==> config.mk <==
export PLATFORM = sky130hd
export DESIGN_NAME = pc_redirect_ctrl
export DESIGN_NICKNAME = d
export VERILOG_FILES = /design/src/rtl/pc_redirect_ctrl.sv
export SDC_FILE = /design/constraint.sdc
export NUM_CORES = 1
export LEC_CHECK = 0
export CORE_MARGIN = 2
export CORE_UTILIZATION = 30
export CTS_CLUSTER_SIZE = 10
export DETAILED_ROUTE_END_ITERATION = 12
export MAX_ROUTING_LAYER = met4
export PLACE_DENSITY = 0.7
export SYNTH_ARGS = -nofsm -noshare
export SYNTH_HDL_FRONTEND = slang
export SYNTH_SLANG_ARGS = --single-unit
==> constraint.sdc <==
create_clock -name clk -period 2 [get_ports clk]
set_input_delay 0.4 -clock clk [delete_from_list [all_inputs] [get_ports clk]]
set_output_delay 0.4 -clock clk [all_outputs]
set_load 0.01 [all_outputs]
==> src/rtl/pc_redirect_ctrl.sv <==
// Fetch PC owner: sequences PC+4 fetch requests over valid/ready, applies ID/EX
// redirects with a one-cycle bubble, flush pulses, misalignment fault and redirect counting.
module pc_redirect_ctrl #(
    parameter int unsigned         PC_WIDTH  = 64,
    parameter logic [PC_WIDTH-1:0] RESET_PC  = {PC_WIDTH{1'b0}},
    parameter int unsigned         CNT_WIDTH = 16
) (
    input  logic                 clk,
    input  logic                 rst_n,
    input  logic                 stall,
    input  logic                 fetch_ready,
    output logic                 fetch_valid,
    output logic [PC_WIDTH-1:0]  fetch_pc,
    input  logic                 id_redirect_valid,
    input  logic [PC_WIDTH-1:0]  id_redirect_target,
    input  logic                 ex_redirect_valid,
    input  logic [PC_WIDTH-1:0]  ex_redirect_target,
    output logic                 flush_if_id,
    output logic                 flush_id_ex,
    output logic                 misalign_err,
    output logic [CNT_WIDTH-1:0] redirect_count
);

    typedef enum logic [1:0] {
        ST_BOOT   = 2'd0,
        ST_RUN    = 2'd1,
        ST_BUBBLE = 2'd2,
        ST_FAULT  = 2'd3
    } state_t;

    state_t                state_r, state_s;
    logic                  fetch_valid_r, fetch_valid_s;
    logic [PC_WIDTH-1:0]   fetch_pc_r, fetch_pc_s;
    logic                  flush_if_id_r, flush_if_id_s;
    logic                  flush_id_ex_r, flush_id_ex_s;
    logic                  misalign_r, misalign_s;
    logic [CNT_WIDTH-1:0]  count_r, count_s;
    logic                  redirect_s;
    logic [PC_WIDTH-1:0]   target_s;

    function automatic logic is_aligned(input logic [1:0] low_bits);
        return (low_bits == 2'b00);
    endfunction

    function automatic logic [CNT_WIDTH-1:0] sat_inc(input logic [CNT_WIDTH-1:0] value);
        if (value == {CNT_WIDTH{1'b1}}) begin
            return value;
        end else begin
            return value + CNT_WIDTH'(1'b1);
        end
    endfunction

    // Next-state and next-output selection; EX wins over ID because it is the older instruction.
    always_comb begin
        state_s       = state_r;
        fetch_valid_s = fetch_valid_r;
        fetch_pc_s    = fetch_pc_r;
        flush_if_id_s = 1'b0;
        flush_id_ex_s = 1'b0;
        misalign_s    = misalign_r;
        count_s       = count_r;
        redirect_s    = ex_redirect_valid | id_redirect_valid;
        target_s      = ex_redirect_valid ? ex_redirect_target : id_redirect_target;
        case (state_r)
            ST_BOOT: begin
                state_s       = ST_RUN;
                fetch_valid_s = 1'b1;
            end
            ST_RUN: begin
                if (redirect_s) begin
                    // Any accept in this cycle belongs to the wrong path and is dropped.
                    fetch_valid_s = 1'b0;
                    flush_if_id_s = 1'b1;
                    flush_id_ex_s = ex_redirect_valid;
                    if (is_aligned(target_s[1:0])) begin
                        state_s    = ST_BUBBLE;
                        fetch_pc_s = target_s;
                        count_s    = sat_inc(count_r);
                    end else begin
                        state_s    = ST_FAULT;
                        misalign_s = 1'b1;
                    end
                end else begin
                    fetch_valid_s = ~stall;
                    if (fetch_valid_r & fetch_ready) begin
                        fetch_pc_s = fetch_pc_r + PC_WIDTH'(3'd4);
                    end else begin
                        fetch_pc_s = fetch_pc_r;
                    end
                end
            end
            ST_BUBBLE: begin
                state_s       = ST_RUN;
                fetch_valid_s = ~stall;
            end
            ST_FAULT: begin
                fetch_valid_s = 1'b0;
                misalign_s    = 1'b1;
            end
            default: begin
                state_s       = ST_BOOT;
                fetch_valid_s = 1'b0;
            end
        endcase
    end

    // State and output registers with synchronous active-low reset.
    always_ff @(posedge clk) begin
        if (!rst_n) begin
            state_r       <= ST_BOOT;
            fetch_valid_r <= 1'b0;
            fetch_pc_r    <= RESET_PC;
            flush_if_id_r <= 1'b0;
            flush_id_ex_r <= 1'b0;
            misalign_r    <= 1'b0;
            count_r       <= {CNT_WIDTH{1'b0}};
        end else begin
            state_r       <= state_s;
            fetch_valid_r <= fetch_valid_s;
            fetch_pc_r    <= fetch_pc_s;
            flush_if_id_r <= flush_if_id_s;
            flush_id_ex_r <= flush_id_ex_s;
            misalign_r    <= misalign_s;
            count_r       <= count_s;
        end
    end

    assign fetch_valid    = fetch_valid_r;
    assign fetch_pc       = fetch_pc_r;
    assign flush_if_id    = flush_if_id_r;
    assign flush_id_ex    = flush_id_ex_r;
    assign misalign_err   = misalign_r;
    assign redirect_count = count_r;

endmodule

==> impl_metrics.csv <==
group,metric,value,unit
worst_setup_path,crit_path_start_kind,"flip-flop",
sta,slew_headroom,72.9,%
yosys,async_flop_share,0,%
yosys,synth-edff-count,0,
power,p_sw_share,28.5,%
cts,ctsHoldBuffers,0,
yosys,syn-num-nets,910,
worst_setup_path,required,2290,ps
floorplan,io_pins,218,
worst_setup_path,worstPathArrival,2380,ps
cts,cts_buffer_depth,2,
route,drt_first_pass_iters,5,
sta,worst_slew_pin_slew,403,ps
cts,tritoncts,"built",
cts,htree_num_levels,3,
floorplan,die_h,142,um
yosys,synth_cell_type_count,74,
floorplan,core,18800,sq um
worst_setup_path,slowest_stage,"nor4_4",
cells_and_area,layout-drive-gt1-share,25.9,%
place,portBuffers,217,
floorplan,dieArea,20300,sq um
worst_setup_path,path_cells,"nand4_1, nor4_4, nand3_1, nor4_4, buf_4, mux2_2, a21oi_1",
floorplan,die_x,142,um
yosys,ys_ff_latch,86,
sta,finalSetupViolations,7,
cts,worstSkewPairLatency,360,ps
sta,rsz0062_at_grt,"yes",
run_status,violations,"setup timing",
worst_setup_path,path_delay_family,"simple AND/OR/NAND/NOR gates",
place,hpwl,18900,um
global_routing,first_global_vias,7248,
yosys,ys.warnings.count,0,
floorplan,initial_core_util,30.6,%
power,ir_drop,0.455,mV
power,p_sw,1.41,mW
global_routing,antenna_found_initial,1,
place,place_area,9390,sq um
worst_setup_path,worstSetupEndpointType,"flip-flop",
cts,clk_pin_slew,70,ps
cts,clock_sinks,86,
worst_setup_path,cpPeakStageDelay,410,ps
global_routing,gr-usage-all-layers,25.2,%
power,leakagePower,3.82,nW
place,gp_congestion,0.926,
worst_setup_path,cp_max_fo,3,
route,drtIter0Drc,863,
yosys,avgSynthCellArea,7.42,sq um
sta,period_share,104,%
power,pwr_density_cell,484,nW/um^2
cts,cts_buffers,9,
route,via_count,7783,
cts,root_buffer,"clkbuf_16",
cells_and_area,area_growth_syn_to_layout,78.5,%
route,drc,0,
job,drv_cap,0,
sta,worst_slack,-90.0,ps
yosys,synth_seq_area_share,30.0,%
yosys,synthCells,774,
worst_setup_path,path_buf_inv,1,
sta,finalHoldViolations,0,
power,seqPwrFrac,37.3,%
cells_and_area,num-nets-final,1268,
cells_and_area,fin_util,54.6,%
worst_hold_path,hold_class,"in -> reg",
cells_and_area,fin_area,10200,sq um
sta,period_minus_slack,2090,ps
route,drt-wirelength-per-cell,18.9,um
run_status,status,"finished, violations left",
global_routing,gr-total-overflow,0,
sta,setup_tns,-203,ps
route,ant_nets,0,
yosys,ys.flop_type,"dfxtp_1",
route,via_per_inst,5.67,
yosys,syn-cell-area,5740,sq um
worst_setup_path,worstSetupPathType,"reg -> reg",
power,clockPowerShare,35.7,%
sta,skew,9.29,ps
route,wirelength,25900,um
global_routing,grt_pass1_wl,39200,um
power,p_comb_share,26.9,%
sta,max_freq,0.478,GHz
sta,slew_viol_final,0,
power,p_int,3.55,mW
global_routing,grt_max_degree,57,
floorplan,num_rows,50,
worst_setup_path,cp_common_cell,"nor4_4",
-- what timing repair did --
action                                  in CTS  in global routing
pin swaps                                   13                 23
hold endpoints to repair                     0                  0
endpoints found under the setup margin      13                 65
cloned                                       0                  1
setup buffers                                5                 12
gates resized for setup                     32                 62
-- power groups by stage --
stage                     logic (mW)  registers, mW  clock network, mW
final                           1.34           1.85               1.77
after global routing            1.43           1.86               1.85
after CTS                       1.28           1.85               1.80
after detailed placement        1.27           1.89                  0
after global placement          1.26           1.89                  0
after floorplan                0.422           1.96                  0
-- placed cells by master, fill, tap and decap left out, types with 5 or more instances in the layout --
cell and n:
clkdlybuf4s50_1 210, buf_4 171, nor2_1 81, dfxtp_1 68, nand2_1 65, a21oi_1 52
o21ai_0 51, nand4_1 30, a22oi_1 30, nand3_1 28, a31oi_1 18, nor3_1 16
and3_1 15, inv_1 15, dfxtp_2 13, o211ai_1 10, clkbuf_16 10, buf_6 10
nor4_1 9, a221o_1 9, a22o_1 8, a221oi_1 8, xnor2_1 8, o21a_1 7
nor4_2 7, o22ai_1 6, nand3_2 6, mux2i_1 6, a21o_1 6, o31ai_1 6
buf_12 6, nor4_4 5, nand2b_1 5, o31a_1 5, xor2_1 5, dfxtp_4 5
-- path summary, 6_finish.rpt --
kind / from / to / slack (ps) / cells past startpoint
hold reg to reg: misalign_err / misalign_err / 450 / 2
hold / removal: rst_n / fetch_pc[9] / 450 / 2
setup / recovery: fetch_pc[36] / fetch_pc[59] / -90 / 7
setup reg to reg: fetch_pc[36] / fetch_pc[59] / -90 / 7
-- worst reg2reg max path, cell delays in order (launching register included) --
cell	delay, ps
dfxtp_2	350
nand4_1	140
nor4_4	410
nand3_1	300
nor4_4	230
buf_4	150
mux2_2	320
a21oi_1	130
-- area by class of cell --
cell class / instances / area [sq um]
fill: 1714 / 8530
multi-input combinational: 614 / 4110
timing repair buffer: 405 / 3720
sequential: 86 / 1760
tap: 234 / 293
clock buffer: 12 / 256
inverter: 16 / 60.1
clock inverter: 4 / 45.0
antenna: 1 / 2.50
-- Yosys cell counts, drive strengths merged, types with 3 or more instances --
| master | instances | share of area, % |
|---|---|---|
| clkbuf | 45 | 2.9 |
| a221oi | 9 | 1.4 |
| o21ai | 54 | 4.7 |
| a41oi | 3 | 0.46 |
| a32oi | 4 | 0.61 |
| nor2 | 85 | 5.6 |
| a32o | 3 | 0.52 |
| o211a | 3 | 0.52 |
| a31oi | 18 | 2.0 |
| nor4b | 5 | 0.76 |
| and3 | 18 | 2.0 |
| nor4 | 21 | 2.7 |
| a221o | 9 | 1.6 |
| nand3 | 37 | 3.4 |
| mux2 | 3 | 0.59 |
| o211ai | 10 | 1.3 |
| inv | 16 | 1.0 |
| a22o | 8 | 1.2 |
| a22oi | 30 | 3.9 |
| nor3 | 20 | 1.7 |
| o22ai | 7 | 0.76 |
| or2 | 3 | 0.33 |
| mux2i | 6 | 1.0 |
| and4 | 4 | 0.61 |
| xor2 | 5 | 0.76 |
| a21o | 6 | 0.78 |
| nand2 | 68 | 4.4 |
| dfxtp | 86 | 30 |
| nand2b | 6 | 0.65 |
| a21oi | 54 | 4.7 |
| and2 | 5 | 0.55 |
| o311ai | 3 | 0.46 |
| buf | 12 | 1.2 |
| o21a | 7 | 0.92 |
| or3 | 5 | 0.57 |
| nand4 | 32 | 3.9 |
| o31ai | 6 | 0.78 |
| o41ai | 3 | 0.46 |
| o32ai | 3 | 0.46 |
| o31a | 5 | 0.76 |
| or4 | 6 | 0.78 |
| xnor2 | 8 | 1.2 |
| nor2b | 5 | 0.55 |
-- state kept, by name (all words and copies together), names as in the netlist --
signal	count
fetch_pc	64
redirect_count	16
state_r	2
fetch_valid	1
flush_id_ex	1
flush_if_id	1
misalign_err	1
-- metal layers --
metal	GRT usage, %	part of all wire [%]	up-vias
li1	-	-	3689
met1	32.6	43	3670
met2	38.4	45	383
met3	7.17	9.8	41
met4	7.24	2.1	0
met5	-	0	-
-- logic make-up (layout without fill, tap and decap cells) --
group / Yosys count / count (layout) / synth area share, %
mux: 9 / 9 / 1.64
fa+ha+maj: 2 / 2 / 0.436
flops: 86 / 86 / 30.0
simple gates: 326 / 326 / 29.3
xor+xnor: 13 / 13 / 1.98
compound gates: 264 / 264 / 31.4
buf+inv: 74 / 437 / 5.30
other cells: 0 / 1 / 0
-- through the flow --
| stage | setup slack, ps | cells | hold slack, ps | power (mW) |
|---|---|---|---|---|
| 2_1_floorplan | -68.2 | 774 | 459 | 2.38 |
| 3_3_place_gp | -346 | 1337 | 450 | 3.15 |
| 3_5_place_dp | -404 | 1337 | 443 | 3.16 |
| 4_1_cts | -75.9 | 1358 | 433 | 4.93 |
| 5_1_grt | -172 | 1372 | 439 | 5.14 |
| 6_report | -90.0 | 1372 | 450 | 4.96 |
Power figures use the tool's default switching activity.
==> patch, RTL diff (same flow settings) <==
Set the parameter `CNT_WIDTH` to 20 (it was 16).
--- a/src/rtl/pc_redirect_ctrl.sv
+++ b/src/rtl/pc_redirect_ctrl.sv
@@ -4,5 +4,5 @@
     parameter int unsigned         PC_WIDTH  = 64,
     parameter logic [PC_WIDTH-1:0] RESET_PC  = {PC_WIDTH{1'b0}},
-    parameter int unsigned         CNT_WIDTH = 16
+    parameter int unsigned         CNT_WIDTH = 20
 ) (
     input  logic                 clk,
Ports: changed (resized redirect_count); port bits go from 218 to 222. No check against the original RTL was run, so the function may have changed too.
==> patch against the unedited design <==
- the run still ends with negative setup slack left
- area after synthesis increased by 4.4%
- design area increased by 8.6%
- final cell count increased by 7.2%
- combinational power increased by 7%
- maximum frequency decreased by 6.1%
- worst setup slack got worse by 140 ps
- total power increased by 3.2%
- global-route usage decreased by 0.22 points
- sequential cell count increased by 4
- first-iteration DRC count decreased by 27%
- hold slack improved by 15 ps
- routed wire length increased by 5.0%
- sequential power increased by 5%
- critical path type unchanged
- largest cell class unchanged
- highest routed layer unchanged
==> patch: results (changes against the unedited design) <==
vias in the first global route=7,932 (was 7,248); hold path depth=1 (was 2); slowest CP cell=or4b_4 (was nor4_4); Worst EP arrival=2460 ps (was 2380 ps); post-synthesis sequential area ratio=30.06% (was 30.00%); ant diodes=0 (was 1); worst ir drop on vdd=389.6 uV (was 455.4 uV); status=finished with violations (unchanged); slowest cell delay on critical path=590 ps (was 410 ps); met2 GRT Util=40.52% (was 38.42%); Fill cells=1,777 (was 1,714); met2 wire length=12,950 um (was 11,760 um); Commonest cells post-synth=90 x dfxtp_1, 77 x o21ai_0, 74 x nand2_1, 51 x nor2_1, 47 x clkbuf_1 (was 86 x dfxtp_1, 85 x nor2_1, 68 x nand2_1, 54 x a21oi_1, 54 x o21ai_0); proportion of layout cells with a drive suffix above 1=29.68% (was 25.86%); Gate Count Post-Synth=804 (was 774); violated checks=negative setup slack (unchanged); Hold Path Class=reg2reg (was in2reg); Met1 Wirelength=11,520 um (was 11,060 um); setup violators final=32 (was 7); largest net degree at the start of global routing=68 (was 57); routed vias=8,254 (was 7,783); Slew HR=73.46% (was 72.86%); Internal=3.648 mW (was 3.547 mW); GR met3 Demand/Resource=3.480% (was 7.167%); Final Hold Slack=465.2 ps (was 450.2 ps); IO Port Bufs=221 (was 217); static leakage=4.209 nW (was 3.819 nW); syn_nets=940 (was 910); Worst Path Max Fanout=4 (was 3); r2r startpoint=fetch_pc[2] (was fetch_pc[36]); final worst slack=-225.2 ps (was -89.96 ps); Critical path destination=fetch_pc[48] (was fetch_pc[59]); combinational cell power=1.43 mW (was 1.34 mW); total track usage=24.98% (was 25.20%); vias per cell=5.611 (was 5.673); synth unique cells=69 (was 74); hold endpoint=misalign_err (was fetch_pc[9]); clk pwr=1.73 mW (was 1.77 mW); DR iter-0 viols=634 (was 863); met1 GRT Util=31.25% (was 32.63%); initial antenna violation count=0 (was 1); hold path startpoint=misalign_err (was rst_n); TNS Setup=-3384 ps (was -203.0 ps)
==> patch: cells by family (layout without fill, tap and decap cells) <==
| family | Yosys count | after routing | share of synthesized area [%] |
|---|---|---|---|
| and+or+nand+nor | 343 | 343 | 30.40 |
| AOI/OAI and AO/OA | 278 | 278 | 31.44 |
| DFF | 90 | 90 | 30.06 |
| buffers and inverters | 71 | 473 | 4.593 |
| xor gates and xnor gates | 12 | 12 | 1.754 |
| muxes | 8 | 8 | 1.336 |
| adders and majority gates | 2 | 2 | 0.4175 |
==> patch: cell type report <==
class | instances | area, um^2 | share of cell area [%]
multi-input combinational | 643 | 4509 | 40.54
timing repair buffer | 442 | 4066 | 36.56
sequential | 90 | 1863 | 16.75
tap | 265 | 331.6 | 2.981
clock buffer | 14 | 285.3 | 2.565
inverter | 15 | 56.30 | 0.5062
clock inverter | 2 | 10.01 | 0.09000
==> patch: timing repair <==
item	4_1_cts	5_1_grt
endpoints found under the setup margin	42	68
resized for setup	66	85
setup buffers	9	23
pin swaps	27	40
gates cloned	0	1
